### config.mk
export PLATFORM = sky130hd
export DESIGN_NAME = pipe_buf_stage
export DESIGN_NICKNAME = d
export VERILOG_FILES = /design/src/rtl/pipe_buf_stage.sv
export SDC_FILE = /design/constraint.sdc
export NUM_CORES = 1
export LEC_CHECK = 0
export BUFFER_PORTS_ARGS = -buffer_cell sky130_fd_sc_hd__buf_2
export CAP_MARGIN = 20
export CORE_MARGIN = 4
export CORE_UTILIZATION = 59
export CTS_CLUSTER_SIZE = 28
export DETAILED_ROUTE_END_ITERATION = 8
export GPL_ROUTABILITY_DRIVEN = 0
export MAX_ROUTING_LAYER = met4
export PLACE_DENSITY = 0.92
export SLEW_MARGIN = 30
export SYNTH_ARGS = -nofsm -noshare
export SYNTH_HDL_FRONTEND = slang
export SYNTH_SLANG_ARGS = --single-unit
### constraint.sdc
create_clock -name clk -period 4.01 [get_ports clk]
set_input_delay 0.2005 -clock clk [delete_from_list [all_inputs] [get_ports clk]]
set_output_delay 0.2005 -clock clk [all_outputs]
set_load 0.01 [all_outputs]
### src/rtl/pipe_buf_stage.sv
// Pipeline buffer stage with optional two-entry skid buffer, stall/flush control
// and a saturating stall-cycle counter.
module pipe_buf_stage #(
   parameter int WIDTH = 64,
   parameter int SKID  = 1,
   parameter int CNT_W = 16
) (
   input  logic             clk,
   input  logic             reset_n,
   input  logic             in_valid,
   output logic             in_ready,
   input  logic [WIDTH-1:0] in_data,
   output logic             out_valid,
   input  logic             out_ready,
   output logic [WIDTH-1:0] out_data,
   input  logic             stall,
   input  logic             flush,
   output logic [1:0]       occupancy,
   output logic [CNT_W-1:0] stall_cnt
);

   logic [1:0]       occ_q, occ_d;
   logic [WIDTH-1:0] main_q, main_d;
   logic [WIDTH-1:0] skid_q, skid_d;
   logic             rdy_q, rdy_d;
   logic             acc, rel;

   // rdy_q holds in_ready low through reset; in skid mode it is the registered occupancy<2
   always_comb begin
      out_valid = (occ_q != 2'd0) && !stall;
      out_data  = out_valid ? main_q : '0;
      if (SKID != 0)
         in_ready = rdy_q && !stall;
      else
         in_ready = rdy_q && !stall && ((occ_q == 2'd0) || out_ready);

      acc = in_valid && in_ready && !flush;
      rel = out_valid && out_ready && !flush;

      occ_d  = occ_q;
      main_d = main_q;
      skid_d = skid_q;

      if (flush) begin
         occ_d  = 2'd0;
         main_d = '0;
         skid_d = '0;
      end else if (occ_q == 2'd2) begin
         if (rel) begin
            main_d = skid_q;
            skid_d = '0;
            occ_d  = 2'd1;
         end
      end else if (acc && ((occ_q == 2'd0) || rel)) begin
         main_d = in_data;
         occ_d  = 2'd1;
      end else if (acc && (SKID != 0)) begin
         skid_d = in_data;
         occ_d  = 2'd2;
      end else if (rel) begin
         occ_d = 2'd0;
      end

      rdy_d = (SKID != 0) ? (occ_d != 2'd2) : 1'b1;
   end

   always_ff @(posedge clk or negedge reset_n) begin
      if (!reset_n) begin
         occ_q  <= 2'd0;
         main_q <= '0;
         skid_q <= '0;
         rdy_q  <= 1'b0;
      end else begin
         occ_q  <= occ_d;
         main_q <= main_d;
         skid_q <= skid_d;
         rdy_q  <= rdy_d;
      end
   end

   always_ff @(posedge clk or negedge reset_n) begin
      if (!reset_n)
         stall_cnt <= '0;
      else if (stall && (stall_cnt != '1))
         stall_cnt <= stall_cnt + 1'b1;
   end

   assign occupancy = occ_q;

endmodule

After elaboration in Yosys (flattened, before gate mapping). Cells that the tools add are included.

Eq/ne operators: 5. $add $sub $neg: 1. Muxes and demuxes: 16. Reductions and logical operators: 17.

Operator list (count): 64-bit 2-to-1 mux (10); 16-bit by 1-bit adder with 16-bit output (second input constant) (1); 16-bit != test (second input constant) (1); 2-bit 2-to-1 mux (6); 1-bit logical AND (8); 3-bit != test (second input constant) (2); 3-bit nonzero test (2); 3-bit AND reduction (1); 2-bit == test (second input constant) (1); 1-bit logical NOT (2); 2-bit logical NOT (1); 2-bit != test (second input constant) (1); 2-bit AND reduction (1); 2-bit nonzero test (1); 1-bit logical OR (1).

Input bits: 70. Flip-flop bits (word level): 147. Output and inout bits: 84.

Longest topological paths before layout. Gate-level depths: netlist of the first run.

Depth after elaboration: 10. Mapped depth: 6. Mapped depth without buffers: 5.

Worst setup path after synthesis of the first run. No wires, ideal clock.

Path kind: register -> register. From: register stall_cnt[0]. To: register stall_cnt[1]. Arrival time: 1682 ps. Path buffers: 0. Cell stages (with the launch flop): 5. Setup time: 125 ps. Slack: 2203 ps. Required time: 3885 ps. Path through: dfrtp_1 -> ha_1 -> nand3_4 -> o41ai_4 -> mux2_4.

Word-level cells in the longest chain between the ends: 2. Elaborated cells between the ends (all ways): 3.

Ends and longest elaborated chain: start, declared (RTL line 19) `output logic [CNT_W-1:0] stall_cnt`; start signal, assigned (RTL line 85) `stall_cnt <= stall_cnt + 1'b1;`; parallel branches: the longest is 2 deep, another holds 16-bit by 1-bit adder with 16-bit output.

Several ways; the timed one is not identified. A chain may end at the register's enable or synchronous reset.

Worst setup path after layout of the first run.
From: register occ_q[0] (netlist: occupancy[0]). To: register skid_q[0].

Word-level cells in the longest chain between the ends: 8. Elaborated cells between the ends (all ways): 14.

Ends and longest elaborated chain: start, declared (RTL line 22) `logic [1:0] occ_q, occ_d;`; start signal, assigned (RTL line 69) `occ_q <= 2'd0;`; start signal, assigned (RTL line 74) `occ_q <= occ_d;`; 2-bit nonzero test (RTL line 30) `out_valid = (occ_q != 2'd0) && !stall;`; 1-bit logical AND (RTL line 30); 1-bit logical AND (2 in series) (RTL line 38) `rel = out_valid && out_ready && !flush;`; 1-bit logical OR (RTL line 54) `end else if (acc && ((occ_q == 2'd0) || rel)) begin`; 1-bit logical AND (RTL line 54); 3-bit != test (no source line); 3-bit AND reduction (no source line); end signal, assigned (RTL line 76) `skid_q <= skid_d;`; end, declared (RTL line 24) `logic [WIDTH-1:0] skid_q, skid_d;`.

Parallel ways exist; a longest one is shown, timed or not.

==> results of run 1 <==
==> per-stage QoR <==
step	area, µm²	cells	utilization, %	setup WS [ns]	hold WS (ns)
floorplan	7070	599	-	2.20	-0.0951
global placement	7840	851	67.8	1.82	0.412
detailed placement	7870	852	68.1	1.69	0.344
CTS	8460	887	73.1	1.63	0.000502
global route	8490	889	73.4	1.48	0.00196
finish	8490	889	73.4	1.61	0.0195
==> power breakdown <==
part	switching, mW	leakage [nW]	internal [mW]
Combinational	0.308	1.72	0.202
Sequential	0.108	1.98	1.58
Clock	0.600	0.271	0.895
==> worst max-delay path by stage <==
stage / from / end / slack (ns) / depth (start not counted)
2_1_floorplan: stall_cnt[0] / stall_cnt[1] / 2.20 / 4
3_3_place_gp: flush / skid_q[52] / 1.82 / 4
3_5_place_dp: occupancy[0] / skid_q[42] / 1.69 / 5
4_1_cts: occupancy[0] / skid_q[0] / 1.63 / 5
5_1_grt: occupancy[0] / skid_q[0] / 1.48 / 5
6_report: occupancy[0] / skid_q[0] / 1.61 / 5
==> layout make-up <==
class / instances / area [µm²] / share of cell area [%]
Antenna cell: 1 / 2.50 / 0.0295
Multi-Input combinational cell: 399 / 3140 / 37.0
Clock inverter: 10 / 82.6 / 0.973
Timing Repair Buffer: 164 / 921 / 10.8
Tap cell: 143 / 179 / 2.11
Inverter: 3 / 11.3 / 0.133
Sequential cell: 147 / 3680 / 43.3
Clock buffer: 22 / 474 / 5.59
==> timing repair <==
item / 4_1_cts / 5_1_grt
hold buffers: 3 / 0
setup buffers: 0 / 0
endpoints found under the hold margin: 120 / 0
==> Yosys cell counts, types with 6 or more instances <==
cell type	count
dfrtp_1	147
a22o_1	65
a211oi_2	38
mux2i_1	64
buf_4	13
clkbuf_1	14
nor2_1	72
nand2_1	6
buf_2	20
xnor2_1	6
a211oi_1	26
and2_1	64
nand3_1	9
==> worst reg2reg max path: stages (launching register included) <==
cell and delay, ns:
dfrtp_1 0.50, nand3b_1 0.23, o21ai_1 0.14, a21oi_4 0.75, buf_4 0.48, a22o_1 0.23
==> kinds of logic after synthesis <==
logic type / after synthesis / synth area share (%)
simple gates: 176 / 13.7
compound gates: 148 / 19.6
flops: 147 / 52.0
mux: 66 / 9.43
buf+inv: 53 / 4.07
xor+xnor: 8 / 0.991
fa+ha+maj: 1 / 0.177
==> registers in the layout, indices dropped and copies added (netlist names) <==
signal     flops
occupancy      2
main_q        64
skid_q        64
stall_cnt     16
rdy_q          1
==> per-layer routing <==
| layer | GRT usage, % | vias to the layer above | share of wire [%] | wire [µm] |
|---|---|---|---|---|
| met5 | - | - | 0 | 0 |
| met4 | 8.28 | 0 | 1.5 | 254 |
| met3 | 7.35 | 24 | 6.8 | 1160 |
| met2 | 40.2 | 195 | 49 | 8310 |
| met1 | 32.9 | 2711 | 43 | 7190 |
| li1 | - | 2451 | - | - |
==> metrics, run 1 <==
most frequent cells in the layout buf_2 (151), dfrtp_1 (147), nor2_1 (71); wirelength, routed about 17,000 µm; ys async rst share 100%; routed len/inst 19.0 µm; via count 5,381; fin crit share roughly 60%; CP Max Fanout 35; H-tree depth 4; CTS tree built; number of flops mapped to enable cells by yosys 0; Sink Count 147; Worst R2R Setup Slack 1.61 ns; initial antenna violation count 1; Setup Crit Path Kind reg2reg; CP max stage delay between 0.7 and 0.8 ns; IO buf count ~150; fillers around 760; clock root cell clkbuf_16; grt ovf 0; Ports 154; element type at the critical path end flip-flop; PD cells between 400 and 500 nW/µm²; Nets ~800; gr usage total about a quarter; Antenna Violating Nets Remaining 0; Via-to-Cell Ratio about 6.1; crit path DAT ~2.7 ns; CTS Buf Count 17; Power, Total 3.69 mW; Synth Warn # 0; first-pass GRT wire length about 28,000 µm; Total Neg Setup Slack 0 ns; # rows 39; WP data required between 4 and 5 ns; worst skew pair latency about 0.42 ns; Slew HR roughly 38%; Peak VDD IR 249 µV; worst r2r src occupancy[0]; Mapped Avg Cell Area roughly 12 µm²; vias in the first global route ~5,500; largest net degree at the start of global routing 120; min-delay worst type in2reg; Least-Margin Pin Slew just over 0.9 ns; Synth Net Count 670; Startpoint Class flip-flop; Fmax approximately 420 MHz; Initial Util about three fifths; Die W approximately 120 µm; Cells after Synth between 500 and 600; slowest cell on the critical path a21oi_4; FF-to-FF End skid_q[0]; top cells by area, synth dfrtp_1 (52%), mux2i_1 (9.1%), a22o_1 (8.1%); Worst Hold End skid_q[35]; share of cells above drive strength 1 between 30 and 40%; Core Footprint around 12,000 µm²; Die H about 120 µm; Initial DRC Count ~320; leakage power ~4 nW; RSZ-0062 raised after global routing no; cell depth of the worst min-delay path 2; Synth area leader dfrtp_1; clock transition at the registers of the reported paths 0.06 ns; top-area cell type share of the netlist area 52.0%; Layout area overhead 20.1%; status finished clean; Resized cells post-CTS 0; CTS Buffer Depth 2; Die ar. 13,800 µm²; Hold Crit Start in_data[35]; Final Setup Violations 0; Top Family by Delay on Critical Path compound AO/OA/AOI/OAI gates; max cap viols 0; clk_skew 0.00663 ns; R2R cell count 5; register area share after synthesis between 50% and 60%; commonest non-fill, non-tap cell in the layout buf_2; Post-Syn Area slightly above 7000 µm²; fin crit period around 2.4 ns; crit path cell chain nand3b_1, o21ai_1, a21oi_4, buf_4, a22o_1; Final Hold Viols 0; synth unique cells roughly 40; Synth Register Bits 147; max-slew violation count 0; Remaining DRCs 0; DRT Pass-1 Iters 5; crit path buf inv count 1; Post-DP HPWL between 10,000 and 15,000 µm; ys flop type dfrtp_1
Power figures use the tool's default switching activity.
==> inputs of run 2 (changes only) <==
- ABC_AREA: not set -> 1
- CORE_UTILIZATION: 59 -> 56
- PLACE_DENSITY: 0.92 -> 0.87
- clock period: 4.01 -> 2.45 ns (I/O delays scaled with it)
==> run 2 against run 1 <==
Worst hold slack improved by 0.034 ns. Sequential share of layout area fell by 3.9 points. Combinational power rose by 86%. Routed wire length up 15%. Count of clock-buffer cells in the layout increased by 1. Critical path depth grew 5. Largest power group unchanged.
==> metrics, run 2 <==
Die H 128 µm (was 117 µm); top flop regs main_q x64, skid_q x64, stall_cnt x16 (unchanged); Worst R2R Setup Slack 0.27 ns (was 1.61 ns); fin crit period 2.18 ns (was 2.40 ns); slowest cell on the critical path dfrtp_1 (was a21oi_4); top-area cell type share of the netlist area 45.7% (was 52.0%); CP Max Fanout 20 (was 35); cell depth of the worst min-delay path 5 (was 2); crit path buf inv count 3 (was 1); Layout area overhead 15.9% (was 20.1%); multiplexer share of the synthesized area 0% (was 9.43%); element type at the critical path end flip-flop (unchanged); R2R cell count 10 (was 5); Nets 1,322 (was 803); Startpoint Class flip-flop (unchanged); leakage power 5.37 nW (was 3.98 nW); share of cells above drive strength 1 16.3% (was 32.6%); fillers 1,169 (was 756); CP most frequent cell nand2_1; sw frac 28.0% (was 27.5%); fin crit share 89.2% (was 59.8%); ys async rst share 100% (unchanged); Final Setup Violations 0 (unchanged); ys flop type dfrtp_1 (unchanged); register area share after synthesis 45.7% (was 52.0%); max cap viols 0 (unchanged); Die ar. 16,400 µm² (was 13,800 µm²); IO buf count 153 (unchanged); clock transition at the registers of the reported paths 0.06 ns (about the same); Synth Register Bits 147 (unchanged); Power, Total 6.17 mW (was 3.69 mW); Synth Net Count 1,205 (was 670); clock root cell clkbuf_16 (unchanged); status finished clean (unchanged); crit path DAT 2.48 ns (was 2.74 ns); H-tree depth 4 (unchanged); Multi-input gate area 3150 µm² (was 3140 µm²); register share of total power 46.2% (was 45.7%); RSZ-0062 raised after global routing no (unchanged); Switching Power 1.73 mW (was 1.02 mW); Peak VDD IR 436 µV (was 249 µV); CTS Buf Count 17 (unchanged); Core Util, Final 66.7% (was 73.4%); gr usage total 25.4% (was 25.8%); first-pass GRT wire length 33,000 µm (was 28,200 µm); synth unique cells 28 (was 41); min-delay worst type in2reg (unchanged); Worst Hold End skid_q[36] (was skid_q[35]); number of flops mapped to enable cells by yosys 0 (unchanged); simple-gate portion of the synthesized area 32.0% (was 13.7%); max-slew violation count 0 (unchanged); area fraction in compound gates after synthesis 5.68% (was 19.6%); top post-synthesis cells by count nand2_1 (327), inv_1 (211), dfrtp_1 (147), nor2_1 (147), nand3_1 (134) (was dfrtp_1 (147), nor2_1 (72), a22o_1 (65)); commonest non-fill, non-tap cell in the layout nand2_1 (was buf_2); Setup Crit Path Kind reg2reg (unchanged); Via-to-Cell Ratio 5.18 (was 6.05); Antenna Violating Nets Remaining 0 (unchanged); Die W 128 µm (was 117 µm); Post-DP HPWL 12,200 µm (was 11,200 µm); Core Footprint 14,000 µm² (was 11,600 µm²); CTS Buffer Depth 2 (unchanged); top cells by area, synth dfrtp_1 (46%), nand2_1 (15%), inv_1 (9.8%) (was dfrtp_1 (52%), mux2i_1 (9.1%), a22o_1 (8.1%)); CP max stage delay 0.40 ns (was 0.75 ns); Synth area leader dfrtp_1 (unchanged); Initial DRC Count 805 (was 322); Cells after Synth 1,134 (was 599); Antenna diodes 0 (was 1); CTS tree built (unchanged); FF-to-FF End stall_cnt[4] (was skid_q[0]); Remaining DRCs 0 (unchanged); most frequent cells in the layout nand2_1 (325), inv_1 (211), buf_2 (152) (was buf_2 (151), dfrtp_1 (147), nor2_1 (71)); vias in the first global route 7,057 (was 5,465); # rows 43 (was 39); Final Hold Viols 0 (unchanged); internal power 4.44 mW (was 2.68 mW); worst r2r src stall_cnt[0] (was occupancy[0]); Slew HR 53.3% (was 37.8%); grt ovf 0 (unchanged); WP data required 2.75 ns (was 4.36 ns); DRT Pass-1 Iters 6 (was 5); clk_skew 0.00439 ns (was 0.00663 ns); Initial Util 57.6% (was 61.1%); CTS Hold Bufs 1 (was 3); xor-xnor portion of the synthesized cell area 1.09% (was 0.991%); Total Neg Setup Slack 0 ns (unchanged); crit path cell chain ha_1, inv_1, nor2_2, nand2_1, inv_1, nand2_1, nand2_1, inv_2, nand3b_1, nand2_1 (was nand3b_1, o21ai_1, a21oi_4, buf_4, a22o_1); Comb power frac 15.4% (was 13.8%); Ports 154 (unchanged); Mapped Avg Cell Area 7.10 µm² (was 11.8 µm²); Least-Margin Pin Slew 0.700 ns (was 0.931 ns); Placed Area 8800 µm² (was 7870 µm²); via count 7,464 (was 5,381); Fmax 458 MHz (was 417 MHz); Top Family by Delay on Critical Path simple AND/OR/NAND/NOR gates (was compound AO/OA/AOI/OAI gates); PD cells 661 nW/µm² (was 435 nW/µm²); wirelength, routed 19,400 µm (was 16,900 µm); initial antenna violation count 0 (was 1); Resized cells post-CTS 0 (unchanged); FF/Latch Area 3680 µm² (unchanged); Post-CTS Setup Inserts 0 (unchanged); clock power share 38.4% (was 40.5%); routed len/inst 13.5 µm (was 19.0 µm); Post-Synth Adder-Cell Area 0.155% (was 0.177%); most common cell in the netlist nand2_1 (was dfrtp_1); worst skew pair latency 0.42 ns (about the same); Synth Warn # 0 (unchanged); Hold Crit Start in_data[36] (was in_data[35]); Sink Count 147 (unchanged); Final Cell Area 9340 µm² (was 8490 µm²); largest net degree at the start of global routing 130 (was 120); largest family of logic cells by synthesized area simple AND/OR/NAND/NOR gates (was compound AO/OA/AOI/OAI gates); Post-Syn Area 8060 µm² (was 7070 µm²)
## run 2: cell families after synthesis
| kind of cell | Yosys count |
|---|---|
| DFF | 147 |
| AOI/OAI and AO/OA | 71 |
| buffers and inverters | 282 |
| adders and majority gates | 1 |
| and+or+nand+nor | 623 |
| xor gates and xnor gates | 10 |
## run 2: routing by layer
| layer | vias up | GRT usage (%) | routed length [µm] |
|---|---|---|---|
| met5 | - | - | 0 |
| met4 | 0 | 10.8 | 492 |
| met3 | 41 | 4.25 | 1240 |
| met2 | 304 | 39.3 | 9330 |
| met1 | 3450 | 33.3 | 8360 |
| li1 | 3669 | - | - |
## run 2: power groups by stage
stage          clock network, mW  registers (mW)  logic (mW)
6_report                    2.37            2.85       0.950
4_1_cts                     2.40            2.85       0.959
2_1_floorplan                  0            2.87       0.606
3_3_place_gp                   0            2.87       0.902
3_5_place_dp                   0            2.88       0.936
5_1_grt                     2.49            2.88        1.08
## run 2: final cells by class
class                      count  area share [%]
clock buffer                  23            5.01
clock inverter                 6           0.616
inverter                     213            8.56
multi-input combinational    705            33.8
sequential                   147            39.4
tap                          180            2.41
timing repair buffer         167            10.2
## run 2: tightest hold or removal path, delay by kind of cell
kind,cells,cell delay (ns)
buffers and inverters,2,0.16
AND/OR/NAND/NOR,3,0.16
## run 2: worst max-delay path by stage
| stage | from | end | slack (ns) | cells past startpoint |
|---|---|---|---|---|
| finish | stall_cnt[0] | stall_cnt[4] | 0.27 | 10 |
| global route | stall_cnt[0] | stall_cnt[4] | 0.06 | 10 |
| CTS | occupancy[1] | out_data[13] | 0.25 | 6 |
| detailed placement | stall_cnt[0] | stall_cnt[4] | 0.46 | 10 |
| global placement | stall_cnt[0] | stall_cnt[10] | 0.57 | 10 |
| floorplan | stall_cnt[0] | stall_cnt[10] | 0.80 | 12 |
## run 2: through the flow
stage	setup WS (ns)	std cells	hold slack (ns)
final	0.266	1441	0.0533
after global routing	0.0551	1441	0.0615
after CTS	0.253	1441	0.0394
after detailed placement	0.460	1411	0.165
after global placement	0.567	1411	0.158
after floorplan	0.799	1134	-0.173
